==> src/rtl/irq_eoi_ctrl.sv <==
// -----------------------------------------------------------------------------
// irq_eoi_ctrl
// Interrupt front end between the IRQ input pads and the EOI output pads.
// Raw pad levels are synchronized and rising-edge detected into a pending
// register. A fixed-priority arbiter (lowest index wins) offers one interrupt
// at a time to the core over a valid/ack handshake. A matching
// end-of-interrupt command then drives a fixed-width one-hot pulse on the
// corresponding eoi line.
//
// Ports:
//   clk        block clock
//   rstn       asynchronous active-low reset
//   irq        raw pad levels, asynchronous to clk
//   irq_mask   1 = line excluded from arbitration (edges are still captured)
//   irq_valid  an interrupt is offered to the core
//   irq_id     index of the offered interrupt
//   irq_ack    core accepts the offered interrupt
//   eoi_req    single-cycle end-of-interrupt command
//   eoi_id     index being retired, sampled with eoi_req
//   eoi        one-hot pulse toward the EOI output pads
//   eoi_err    one-cycle flag for a rejected eoi_req
//   pending    pending register, for status/debug
// -----------------------------------------------------------------------------
module irq_eoi_ctrl #(
   parameter int  NUM_IRQ          = 16,
   parameter int  SYNC_STAGES      = 2,
   parameter int  EOI_PULSE_CYCLES = 4,
   localparam int ID_W             = $clog2(NUM_IRQ)
) (
   input  logic               clk,
   input  logic               rstn,
   input  logic [NUM_IRQ-1:0] irq,
   input  logic [NUM_IRQ-1:0] irq_mask,
   output logic               irq_valid,
   output logic [ID_W-1:0]    irq_id,
   input  logic               irq_ack,
   input  logic               eoi_req,
   input  logic [ID_W-1:0]    eoi_id,
   output logic [NUM_IRQ-1:0] eoi,
   output logic               eoi_err,
   output logic [NUM_IRQ-1:0] pending
);

   localparam int CNT_W = $clog2(EOI_PULSE_CYCLES + 1);

   typedef enum logic [1:0] {
      ST_IDLE      = 2'd0,
      ST_OFFER     = 2'd1,
      ST_SERVICE   = 2'd2,
      ST_EOI_PULSE = 2'd3
   } state_e;

   // Shift-based decode stays in range for any NUM_IRQ, including non powers of two.
   function automatic logic [NUM_IRQ-1:0] id_onehot(input logic [ID_W-1:0] id);
      logic [NUM_IRQ-1:0] one;
      one = {{(NUM_IRQ-1){1'b0}}, 1'b1};
      return one << id;
   endfunction

   logic [SYNC_STAGES-1:0][NUM_IRQ-1:0] sync_q;
   logic [NUM_IRQ-1:0]                  prev_q;
   logic [NUM_IRQ-1:0]                  edge_s;
   logic [NUM_IRQ-1:0]                  pending_q, pending_d;
   logic [NUM_IRQ-1:0]                  in_service_q, in_service_d;
   logic [NUM_IRQ-1:0]                  req_s;
   logic [ID_W-1:0]                     sel_id_s;
   logic                                ack_fire_s;
   logic                                eoi_hit_s;

   state_e                              state_q;
   logic                                irq_valid_q;
   logic [ID_W-1:0]                     irq_id_q;
   logic [NUM_IRQ-1:0]                  eoi_q;
   logic                                eoi_err_q;
   logic [CNT_W-1:0]                    cnt_q;

   // Synchronizer chain and edge history for every pad input.
   always_ff @(posedge clk or negedge rstn) begin
      if (!rstn) begin
         sync_q <= '0;
         prev_q <= '0;
      end else begin
         sync_q[0] <= irq;
         for (int s = 1; s < SYNC_STAGES; s++) begin
            sync_q[s] <= sync_q[s-1];
         end
         prev_q <= sync_q[SYNC_STAGES-1];
      end
   end

   assign edge_s     = sync_q[SYNC_STAGES-1] & ~prev_q;
   assign ack_fire_s = (state_q == ST_OFFER) && irq_ack;
   // in_service holds exactly the line being serviced, so a bit test is the id match.
   assign eoi_hit_s  = (state_q == ST_SERVICE) && eoi_req &&
                       ((in_service_q & id_onehot(eoi_id)) != '0);

   // Fixed-priority arbiter: descending scan so the lowest requesting index wins.
   always_comb begin
      req_s    = pending_q & ~irq_mask;
      sel_id_s = '0;
      for (int i = NUM_IRQ - 1; i >= 0; i--) begin
         if (req_s[i]) begin
            sel_id_s = ID_W'(i);
         end else begin
            sel_id_s = sel_id_s;
         end
      end
   end

   // Pending/in-service next state; a new edge overrides the ack clear.
   always_comb begin
      pending_d    = pending_q;
      in_service_d = in_service_q;
      if (ack_fire_s) begin
         pending_d    = pending_q & ~id_onehot(irq_id_q);
         in_service_d = in_service_q | id_onehot(irq_id_q);
      end else if (eoi_hit_s) begin
         in_service_d = in_service_q & ~id_onehot(eoi_id);
      end else begin
         in_service_d = in_service_q;
      end
      pending_d = pending_d | edge_s;
   end

   // Pending and in-service registers.
   always_ff @(posedge clk or negedge rstn) begin
      if (!rstn) begin
         pending_q    <= '0;
         in_service_q <= '0;
      end else begin
         pending_q    <= pending_d;
         in_service_q <= in_service_d;
      end
   end

   // Offer / service / EOI pulse sequencer with registered outputs.
   always_ff @(posedge clk or negedge rstn) begin
      if (!rstn) begin
         state_q     <= ST_IDLE;
         irq_valid_q <= 1'b0;
         irq_id_q    <= '0;
         eoi_q       <= '0;
         eoi_err_q   <= 1'b0;
         cnt_q       <= '0;
      end else begin
         eoi_err_q <= eoi_req && !eoi_hit_s;
         case (state_q)
            ST_IDLE: begin
               if (req_s != '0) begin
                  irq_id_q    <= sel_id_s;
                  irq_valid_q <= 1'b1;
                  state_q     <= ST_OFFER;
               end
            end
            ST_OFFER: begin
               // No re-arbitration: id stays locked until the core acks.
               if (irq_ack) begin
                  irq_valid_q <= 1'b0;
                  state_q     <= ST_SERVICE;
               end
            end
            ST_SERVICE: begin
               if (eoi_hit_s) begin
                  eoi_q   <= id_onehot(eoi_id);
                  cnt_q   <= CNT_W'(EOI_PULSE_CYCLES);
                  state_q <= ST_EOI_PULSE;
               end
            end
            ST_EOI_PULSE: begin
               if (cnt_q <= CNT_W'(1)) begin
                  eoi_q   <= '0;
                  cnt_q   <= '0;
                  state_q <= ST_IDLE;
               end else begin
                  cnt_q <= cnt_q - CNT_W'(1);
               end
            end
            default: begin
               state_q     <= ST_IDLE;
               irq_valid_q <= 1'b0;
               eoi_q       <= '0;
               cnt_q       <= '0;
            end
         endcase
      end
   end

   assign irq_valid = irq_valid_q;
   assign irq_id    = irq_id_q;
   assign eoi       = eoi_q;
   assign eoi_err   = eoi_err_q;
   assign pending   = pending_q;

endmodule
==> config.mk <==
export PLATFORM = sky130hd
export DESIGN_NAME = irq_eoi_ctrl
export DESIGN_NICKNAME = d
export VERILOG_FILES = /design/src/rtl/irq_eoi_ctrl.sv
export SDC_FILE = /design/constraint.sdc
export NUM_CORES = 1
export LEC_CHECK = 0
export CELL_PAD_IN_SITES_DETAIL_PLACEMENT = 0
export CELL_PAD_IN_SITES_GLOBAL_PLACEMENT = 2
export CORE_UTILIZATION = 30
export DETAILED_ROUTE_END_ITERATION = 10
export MAX_ROUTING_LAYER = met4
export PLACE_DENSITY = 0.84
export SYNTH_ARGS = -nofsm -noshare
export SYNTH_HDL_FRONTEND = slang
export SYNTH_SLANG_ARGS = --single-unit
==> constraint.sdc <==
create_clock -name clk -period 1.83 [get_ports clk]
set_clock_uncertainty 0.1 [all_clocks]
set_input_delay 0.2745 -clock clk [delete_from_list [all_inputs] [get_ports clk]]
set_output_delay 0.2745 -clock clk [all_outputs]
set_load 0.02 [all_outputs]
==> flow_metrics.py <==
metrics = {
    "placed_design": {
        "io_buffers": 77,
        "placed_cell_area_um2": 6000,
        "dp_hpwl_um": 8460,
        "dp.cells": 709,
        "gp_congestion": 0.830,
    },
    "clock_tree": {
        "cts_max_level": 3,
        "clock-root-buffer": "clkbuf_16",
        "tritoncts": "built",
        "clock_latency_ns": 0.36,
        "clockBufferDepth": 2,
        "cts_buffers": 9,
        "clkTransAtPathRegs_ns": 0.08,
        "clock_sinks": 107,
    },
    "worst_setup_path": {
        "crit_path_end_kind": "flip-flop",
        "crit_arrival_ns": 2.23,
        "r2r_start": "in_service_q[3]",
        "cp-start-kind": "flip-flop",
        "crit_path_max_fanout": 3,
        "r2r-end": "state_q[1]",
        "reg2reg_slack_ns": -0.26,
        "path_class": "flip-flop to flip-flop",
        "r2r_cells": 6,
        "critPathRequiredTime_ns": 1.97,
    },
    "synthesis": {
        "yosysWarnings": 0,
        "synthMuxAreaShare": 0.0128,
        "synth-compound-area-share": 0.162,
        "synth_xor_area_frac": 0,
        "syn_area_um2": 4310,
        "synth_flop_cell": "dfrtp_1",
        "ys_ff_latch": 107,
        "syn_inst": 374,
        "ys_async_sr_fraction": 1.00,
        "synthAdderAreaFrac": 0.0174,
        "syn_nets": 420,
        "synth_edf_count": 0,
        "synth_top_family_by_area": "compound AO/OA/AOI/OAI gates",
        "yosys.area_share.simple": 0.146,
        "ys_seq_area_frac": 0.621,
        "synth_area_per_cell_um2": 11.5,
        "synthDistinctLibCells": 59,
    },
    "final_layout": {
        "fin_nets": 599,
        "drive_gt1_frac": 0.323,
        "diodes": 0,
        "final_core_util": 0.480,
        "fin_cells": 738,
        "final_cell_area_um2": 6690,
        "areaGrowthSynthToFinish_pct": 55.1,
    },
    "timing": {
        "slew_headroom": 0.645,
        "timing.fmax_ghz": 0.479,
        "timing.final.crit_share": 1.14,
        "post-route-min-period_ns": 2.09,
        "hold_viol": 0,
        "setup_violations": 38,
        "holdWs_ns": 0.243,
        "maxSlewViolCount": 0,
        "grt_setup_unrepaired": "yes",
        "setup_ws_ns": -0.257,
        "max_slew.worst_pin.slew_ns": 0.529,
    },
    "detailed_routing": {
        "drc": 0,
        "ant_nets": 0,
        "wl_per_cell_um": 15.5,
        "routed_wl_um": 11400,
        "drt_iter0_drc": 174,
        "drt_pre_antenna_iters": 4,
        "vias": 3453,
        "avgViaCountPerCell": 4.68,
    },
    "pwr": {
        "cellPowerDensity_nw_per_um2": 1180,
        "p_leak_uw": 0.00299,
        "ir_drop_v": 0.000806,
        "power.total_uw": 7870,
    },
    "hold_path": {
        "hold_end": "sync_q[9]",
        "hp-start": "irq[9]",
        "hold_path.class": "input pin to flip-flop",
        "worstHoldPathCells": 1,
    },
    "global_routing": {
        "overflow": 0,
        "grt_pass1_vias": 3600,
        "antenna_found_initial": 0,
        "grt_pass1_wl_um": 18800,
        "grt_max_degree": 61,
        "track_usage": 0.176,
    },
    "flow_run": {
        "maxCapViolations": 0,
    },
    "die": {
        "num_io_pins": 78,
        "dieArea_um2": 14900,
        "start_util": 0.309,
        "fp.dieW_um": 122,
        "die_h_um": 122,
        "rows": 43,
        "core-area_um2": 13900,
    },
    "run_status": {
        "violations": "negative setup slack",
        "status": "finished with violations",
    },
}
cell families (layout without fill, tap and decap cells):
logic type	after synthesis	in the layout
AND/OR/NAND/NOR	115	115
AO/OA/AOI/OAI	101	101
adder cells (fa/ha/maj)	6	6
flip-flops	107	107
buffers and inverters	41	225
multiplexers	4	4
registers in the layout, summed over array words and instances, names as in the netlist:
register,count
cnt_q,3
eoi,16
eoi_err,1
in_service_q,16
irq_id,4
irq_valid,1
pending,16
prev_q,16
state_q,2
sync_q,32
cell usage in the layout (no fill, tap or decap), types with 2 or more instances in the layout:
cell | synthesis | final
dfrtp_1 | 107 | 104
buf_4 | 1 | 89
clkdlybuf4s50_1 | 0 | 54
nor2_1 | 32 | 32
inv_1 | 28 | 28
o21ai_0 | 22 | 19
nand2b_1 | 17 | 17
a22o_1 | 17 | 17
nand2_1 | 18 | 16
a21oi_2 | 0 | 15
dlymetal6s2s_1 | 0 | 12
buf_6 | 2 | 11
a21oi_1 | 25 | 10
clkbuf_16 | 0 | 9
dlygate4sd2_1 | 0 | 8
nor3_1 | 9 | 7
o22ai_1 | 6 | 6
nor2b_4 | 0 | 6
ha_1 | 6 | 6
nor2b_1 | 12 | 5
o31ai_1 | 5 | 4
a211oi_2 | 1 | 3
a31oi_1 | 4 | 3
o21ai_2 | 1 | 3
dfrtp_2 | 0 | 3
inv_2 | 2 | 2
o21ai_1 | 1 | 2
nor3_2 | 0 | 2
o41ai_2 | 0 | 2
nand3b_1 | 2 | 2
nand4_1 | 2 | 2
nand4b_1 | 2 | 2
nor4_4 | 0 | 2
and4_1 | 2 | 2
nand3_1 | 2 | 2
nor3_4 | 2 | 2
bufinv_16 | 0 | 2
inv_8 | 0 | 2
buf_12 | 0 | 2
metrics by stage:
step	setup WS (ns)	setup TNS, ns
5_1_grt	-0.351	-10.19
3_3_place_gp	-0.932	-35.54
6_report	-0.257	-7.25
2_1_floorplan	-0.150	-2.85
3_5_place_dp	-1.02	-37.47
4_1_cts	-0.325	-8.56
worst max-delay path by stage:
stage	start	to	cells past startpoint	slack, ns
2_1_floorplan	eoi_id[1]	state_q[1]	6	-0.15
3_3_place_gp	eoi_id[1]	state_q[1]	7	-0.93
3_5_place_dp	eoi_id[1]	eoi[8]	7	-1.02
4_1_cts	in_service_q[4]	state_q[1]	6	-0.33
5_1_grt	in_service_q[13]	state_q[1]	6	-0.35
6_report	in_service_q[3]	state_q[1]	6	-0.26
timing repair:
item                                    4_1_cts  5_1_grt
pin swaps                                    17       14
resized for setup                            46       38
hold endpoints to repair                     28        0
setup buffers                                11        3
endpoints found under the setup margin       47       62
hold buffers                                  1        0
synthesized netlist by cell type (2+ instances only):
| library cell | n | area [um2] |
|---|---|---|
| a211oi_1 | 3 | 22.5 |
| a21oi_1 | 25 | 125 |
| a22o_1 | 17 | 149 |
| a31oi_1 | 4 | 25.0 |
| and2_1 | 3 | 18.8 |
| and3_1 | 2 | 12.5 |
| and4_1 | 2 | 17.5 |
| buf_1 | 2 | 7.51 |
| buf_2 | 2 | 10.0 |
| buf_6 | 2 | 22.5 |
| clkbuf_1 | 4 | 15.0 |
| dfrtp_1 | 107 | 2680 |
| ha_1 | 6 | 75.1 |
| inv_1 | 28 | 105 |
| inv_2 | 2 | 7.51 |
| nand2_1 | 18 | 67.6 |
| nand2b_1 | 17 | 106 |
| nand3_1 | 2 | 10.0 |
| nand3b_1 | 2 | 15.0 |
| nand4_1 | 2 | 12.5 |
| nand4b_1 | 2 | 17.5 |
| nor2_1 | 32 | 120 |
| nor2b_1 | 12 | 75.1 |
| nor3_1 | 9 | 45.0 |
| nor3_4 | 2 | 32.5 |
| nor4_1 | 2 | 12.5 |
| o21ai_0 | 22 | 110 |
| o22ai_1 | 6 | 37.5 |
| o31ai_1 | 5 | 37.5 |
| o41ai_1 | 2 | 17.5 |
| or3_1 | 2 | 12.5 |
metal layers:
layer | part of all wire | up-vias | GRT usage
met4 | 0.021 | 0 | 0.0687
li1 | - | 1675 | -
met5 | 0 | - | -
met3 | 0.040 | 14 | 0.0398
met1 | 0.45 | 1678 | 0.222
met2 | 0.49 | 86 | 0.274
power breakdown:
part / internal, uW / leakage [uW] / switching [uW] / total (uW)
sequential: 2720 / 0.00126 / 291 / 3010
clock: 1240 / 0.000163 / 953 / 2190
combinational: 1330 / 0.00157 / 1330 / 2660
worst max-delay path, stage by stage (launching register included):
cell      delay, ns
dfrtp_1        0.37
nand2_1        0.07
mux4_2         0.50
o221ai_4       0.24
o21ai_2        0.12
a211oi_2       0.24
mux2_1         0.34
cell type report:
type	instances	area, um2
fill	1276	7250
clock buffer	9	225
inverter	30	113
multi-input combinational	226	1700
tap	180	225
timing repair buffer	179	1620
sequential	107	2680
clock inverter	7	115
No activity file was read; power rests on OpenSTA's default activity.
